`src/rtl/dendrite_arbiter.sv`:
```
// dendrite_arbiter: incoming-priority arbiter with starvation guard and round-robin
// synapse ports, feeding a one-entry output register to the dendrite unit
module dendrite_arbiter #(
   parameter int STARVE_LIMIT = 15
) (
   input  logic       clk,
   input  logic       reset,
   input  logic       enable,
   input  logic [7:0] syn_dend_addr_0,
   input  logic [7:0] syn_dend_charge_0,
   input  logic       syn_dend_vld_0,
   output logic       syn_dend_rdy_0,
   input  logic [7:0] syn_dend_addr_1,
   input  logic [7:0] syn_dend_charge_1,
   input  logic       syn_dend_vld_1,
   output logic       syn_dend_rdy_1,
   input  logic [7:0] syn_dend_addr_2,
   input  logic [7:0] syn_dend_charge_2,
   input  logic       syn_dend_vld_2,
   output logic       syn_dend_rdy_2,
   input  logic [7:0] syn_dend_addr_3,
   input  logic [7:0] syn_dend_charge_3,
   input  logic       syn_dend_vld_3,
   output logic       syn_dend_rdy_3,
   input  logic [7:0] incoming_addr,
   input  logic [7:0] incoming_charge,
   input  logic       incoming_vld,
   output logic       incoming_rdy,
   output logic [7:0] dend_addr,
   output logic [8:0] dend_charge,
   output logic       dend_vld,
   input  logic       dend_rdy,
   output logic [2:0] dend_src
);
   localparam int SW = (STARVE_LIMIT > 0) ? $clog2(STARVE_LIMIT + 1) : 1;
   logic [SW-1:0] starve;
   logic [1:0] rr_ptr, syn_sel, idx;
   logic [3:0] syn_vld;
   logic [7:0] syn_addr [4];
   logic [7:0] syn_charge [4];
   logic any_syn, sel_in, syn_hit, can_accept, grant_in, grant_syn, grant, starved;
   assign syn_vld = {syn_dend_vld_3, syn_dend_vld_2, syn_dend_vld_1, syn_dend_vld_0};
   assign syn_addr = '{syn_dend_addr_0, syn_dend_addr_1, syn_dend_addr_2, syn_dend_addr_3};
   assign syn_charge = '{syn_dend_charge_0, syn_dend_charge_1, syn_dend_charge_2, syn_dend_charge_3};
   assign any_syn = |syn_vld;
   assign starved = (starve == SW'(STARVE_LIMIT)) && any_syn;
   assign sel_in = incoming_vld && !starved;
   // reset gates acceptance so a vld seen during reset never transfers
   assign can_accept = enable && !reset && (!dend_vld || dend_rdy);
   always_comb begin
      syn_hit = 1'b0;
      syn_sel = 2'd0;
      for (int i = 0; i < 4; i++) begin
         idx = rr_ptr + 2'(i);
         if (!syn_hit && syn_vld[idx]) begin
            syn_hit = 1'b1;
            syn_sel = idx;
         end
      end
   end
   assign grant_in = can_accept && sel_in;
   assign grant_syn = can_accept && !sel_in && syn_hit;
   assign grant = grant_in || grant_syn;
   assign incoming_rdy = grant_in;
   assign syn_dend_rdy_0 = grant_syn && (syn_sel == 2'd0);
   assign syn_dend_rdy_1 = grant_syn && (syn_sel == 2'd1);
   assign syn_dend_rdy_2 = grant_syn && (syn_sel == 2'd2);
   assign syn_dend_rdy_3 = grant_syn && (syn_sel == 2'd3);
   always_ff @(posedge clk) begin
      if (reset) begin
         dend_vld <= 1'b0;
         dend_addr <= '0;
         dend_charge <= '0;
         dend_src <= '0;
         rr_ptr <= '0;
         starve <= '0;
      end else begin
         if (grant) begin
            dend_vld <= 1'b1;
            dend_addr <= grant_in ? incoming_addr : syn_addr[syn_sel];
            dend_charge <= grant_in ? {1'b0, incoming_charge}
                                    : {syn_charge[syn_sel][7], syn_charge[syn_sel]};
            dend_src <= grant_in ? 3'd4 : {1'b0, syn_sel};
         end else if (dend_rdy) begin
            dend_vld <= 1'b0;
         end
         if (grant_syn) begin
            rr_ptr <= syn_sel + 2'd1;
            starve <= '0;
         end else if (grant_in) begin
            starve <= !any_syn ? '0 : (starve == SW'(STARVE_LIMIT)) ? starve : starve + 1'b1;
         end
      end
   end
endmodule

```
`config.mk`:
```
export PLATFORM = sky130hd
export DESIGN_NAME = dendrite_arbiter
export DESIGN_NICKNAME = d
export VERILOG_FILES = /design/src/rtl/dendrite_arbiter.sv
export SDC_FILE = /design/constraint.sdc
export NUM_CORES = 1
export LEC_CHECK = 0
export ABC_AREA = 1
export BUFFER_PORTS_ARGS = -buffer_cell sky130_fd_sc_hd__buf_2
export CAP_MARGIN = 20
export CORE_MARGIN = 2
export CORE_UTILIZATION = 30
export DETAILED_ROUTE_END_ITERATION = 12
export HOLD_SLACK_MARGIN = 0.12
export SYNTH_ARGS = -nofsm -noshare
export SYNTH_HDL_FRONTEND = slang
export SYNTH_SLANG_ARGS = --single-unit
export TNS_END_PERCENT = 50
```
`constraint.sdc`:
```
create_clock -name clk -period 2.4 [get_ports clk]
set_clock_uncertainty 0.1 [all_clocks]
set_input_delay 0.24 -clock clk [delete_from_list [all_inputs] [get_ports clk]]
set_output_delay 0.24 -clock clk [all_outputs]
set_load 0.05 [all_outputs]
```
Word-level counts from Yosys, hierarchy flattened
Cells that the tools add are included. Widths: inputs -> output; s select.

Bits in latches: 0. Output and inout bits: 26. Bits of input ports: 89. Logic and storage cells: 79. Memory bits (read-only): 0. Bits in writable memories: 0. Flip-flop bits (word level): 27. Memories kept: 0.

Multiplexer cells: 29. Multipliers: 0. $lt $le $gt $ge: 5. Bitwise gates (word level): 1. Div/mod/pow operators: 0. Equal/unequal tests: 5. Reduce and logical (&&, ||, !) cells: 28. $add $sub $neg: 5. Shift operators: 0.

Operator list (count): $mux 8 (5); $bmux 8 s2 (2); $logic_and 1x1->1 (14); $lt 2x3->1 const B (4); $mux 1 (10); $mux 9 (1); $bmux 1 s2 (4); $mux 2 (4); $mux 4 (2); $logic_not 1->1 (7); $add 2x1->2 const B (2); $add 2x2->2 const B (2); $add 4x1->4 const B (1); $eq 2x2->1 const B (2); $eq 4x4->1 const B (1); $reduce_or 4->1 (1); $ge 3x3->1 const B (1); $mux 3 (1); $not 2->3 (1); $eq 2x1->1 const B (1); $logic_not 2->1 (1); $logic_or 1x1->1 (2); $ne 2x2->1 const B (1); $reduce_and 2->1 (1); 2 further kinds (2).

Logic depth before layout (Yosys ltp)
Depth in word-level cells: 17. Mapped depth: 15. Depth with buffers taken out: 14.

Least setup slack after synthesis
OpenSTA, ideal clock, no wires.

Kind: flip-flop to output port. Start: register rr_ptr[0]. End: output syn_dend_rdy_2. Path slack: -0.117 ns. Buffers on the path: 2. Arrival time: 2.177 ns. Required time: 2.060 ns. Cell stages (with the launch flop): 15. Path through: dfxtp_1 buf_6 inv_6 nand2_2 nand3_1 nand2_2 inv_4 nand3_2 nor2_1 nor2_2 nor2_4 buf_6 ha_1 inv_1 nor2_1.

Longest elaborated chain between the ends: 14. Elaborated cells between the ends (all ways): 28. Those cells by class: 3 x add/sub; 1 x eq/ne; 16 x mux; 8 x reduce/logical.

Ends and longest elaborated chain: start: declaration (line 37) `logic [1:0] rr_ptr, syn_sel, idx;`; start signal: assignment (line 88) `rr_ptr <= syn_sel + 2'd1;`; branches (longest 13 deep; another with $add 2x1->2); $logic_and 1x1->1 (*) (line 67) `assign syn_dend_rdy_2 = grant_syn && (syn_sel == 2'd2);`; end: declaration (line 20) `output logic syn_dend_rdy_2,`.

Mark *: on every way between the ends. The select of a mux whose other input is x is not followed.

Final worst setup path
Ends and elaborated chain as after synthesis.

==> out/results.ini <==
[run_status]
status = completed

[cells_and_area]
final_common_cell = buf_2
final_nets = 582
post_route_cells_drive_above_1_share_pct = 37.0
final_cell_mix = buf_2 (109), nand2_1 (99), nand3_1 (55)
area_growth_syn_to_layout_pct = 37.7
num-fill-cells = 817
multi_input_area_sq_um = 1500
ff_latch_area_sq_um = 548
final_util_pct = 43.0
num_antenna_cells = 0

[die]
io_pins = 115
die_width_um = 91.2
row_count = 31
die_y_um = 91.2
dieArea_sq_um = 8310
start_util_pct = 31.3
core-area_sq_um = 7290

[synthesis]
synth_cells = 374
synth_seq_cells = 27
synth_area_sq_um = 2280
synth_edf_count = 0
ys_types = 29
ys_async_sr_fraction_pct = 0
synth.avg_cell_area_sq_um = 6.10
synth_flop_cell = dfxtp_1
yosysSeqAreaShare_pct = 23.7
yosysWarnings = 0
syn-num-nets = 468

[worst_setup_path]
start_kind = flop
reg2regPathDepth = 16
reg2reg_to = dend_charge[8]$_SDFFE_PP0P_
crit_fanout = 8
path_class = flop to output port
r2r_slack_ps = 230
cp_data_required_time_ps = 2060
end_kind = output port
critPathLaunch = rr_ptr[0]$_SDFFE_PP0P_
cp.arrival_ps = 2050
reg2reg_from = rr_ptr[0]$_SDFFE_PP0P_

[detailed_routing]
vias = 2846
viasPerCell = 4.86
drt_iter0_markers = 129
ant_nets = 0
drcViolationCount = 0
routed_wl_mm = 8.07
wl_per_cell_um = 13.8
first_pass_iters = 4

[worst_hold_path]
hold_end = dend_addr[1]$_SDFFE_PP0P_
hold_depth = 5
holdCritPathClass = input pin to flop
worstHoldStart = incoming_addr[1]

[run]
maxCapViolations = 0

[cts]
numCtsBuffers = 3
clk_latency_ps = 270
cts_root_buf = clkbuf_8
cts.path.max_buffers = 2
cts-htree-levels = 1
clkSinkCount = 27
clkTransAtPathRegs_ps = 100
tritoncts = built

[placed_design]
dpl_worst_slack_ps = 114
gp_congestion = 0.847
portBuffers = 114
dpl.hpwl_mm = 6.01

[global_route]
antenna_found_initial = 0
grt_max_degree = 33
grtUsageTotal_pct = 18.5
grt_pass1_wl_mm = 12.5
grt_overflow = 0
grt_pass1_vias = 2568

[pwr]
finalPower_w = 0.00215
leakagePower_nw = 1.69
ir_drop_uv = 211
p_per_area_nw_per_um2 = 685

[sta]
setup_viol = 0
timing.final.crit_share_pct = 99.7
setup_tns_ps = 0
max_clock_freq_mhz = 418
whs_ps = 190
period_needed_ps = 2390
worstMarginPinSlew_ps = 337
rsz0062_at_grt = true
finalHoldViolations = 0
drv_slew = 0
slew_headroom_pct = 77.5
setup_ws_ps = 8.20

-- per-stage QoR --
step / cells / area, sq um
final: 586 / 3140
after global routing: 586 / 3140
after CTS: 582 / 3000
after detailed placement: 577 / 2930
after global placement: 577 / 2930
after floorplan: 374 / 2280
-- layer usage --
layer | vias to the layer above | part of all wire (%) | GRT usage (%)
li1 | 1471 | - | -
met1 | 1245 | 43 | 23.6
met2 | 118 | 46 | 31.3
met3 | 12 | 8.1 | 4.23
met4 | 0 | 1.9 | 4.92
met5 | - | 0 | 0
-- where the power goes --
part           leakage, nW  switching, W  total [W]  internal (W)
sequential           0.223     0.0000336   0.000530      0.000496
clock               0.0228      0.000142   0.000261      0.000119
combinational         1.44      0.000898    0.00136      0.000460
total                 1.69       0.00107    0.00215       0.00107
-- worst max-delay path, stage by stage (launching register included) --
cell	delay (ps)
dfxtp_4	430
nand2_1	110
nand3_1	130
nand2_2	90
inv_4	90
nand3_4	100
nor2_4	120
nor2_2	50
nor2_4	140
ha_2	180
inv_1	40
nor2_2	110
buf_6	180
-- cell usage after synthesis, drive strengths merged, types with 2 or more instances --
cell type	number	area share (%)
buf	17	5.6
nor2	13	2.8
a21oi	22	4.8
o21ai	20	4.4
nand4	35	9.6
nand3	59	14
nand2	120	21
dfxtp	27	24
clkbuf	7	1.2
inv	42	7.2
ha	5	2.7
xor2	2	0.77
-- logic make-up after synthesis --
group	share of synthesized area (%)
AND/OR/NAND/NOR	48.6
buffers and inverters	14.0
AO/OA/AOI/OAI	10.2
flip-flops	23.7
adder cells (fa/ha/maj)	2.74
XOR/XNOR	0.769
-- layout make-up --
| class | count | area share (%) |
|---|---|---|
| tap | 99 | 3.95 |
| multi-input combinational | 281 | 47.8 |
| inverter | 42 | 5.50 |
| timing repair buffer | 133 | 23.8 |
| clock buffer | 4 | 1.44 |
| sequential | 27 | 17.5 |
-- worst max-delay path by stage --
stage / slack (ps) / endpoint / cells past startpoint
floorplan: -100 / syn_dend_rdy_1 / 15
global placement: 140 / syn_dend_rdy_2 / 13
detailed placement: 110 / syn_dend_rdy_3 / 13
CTS: 9 / syn_dend_rdy_3 / 14
global route: -110 / syn_dend_rdy_2 / 14
finish: 8 / syn_dend_rdy_2 / 12
-- what timing repair did --
| item | 4_1_cts | 5_1_grt |
|---|---|---|
| pin swaps | 0 | 13 |
| endpoints found under the setup margin | 4 | 5 |
| endpoints found under the hold margin | 3 | 0 |
| resized for setup | 7 | 33 |
| setup buffers | 0 | 4 |
| hold buffers | 1 | 0 |
-- registers in the layout (all words and copies together) (netlist names) --
register / flops
dend_vld: 1
starve: 4
dend_src: 3
dend_addr: 8
rr_ptr: 2
dend_charge: 9
Power figures use the tool's default switching activity.
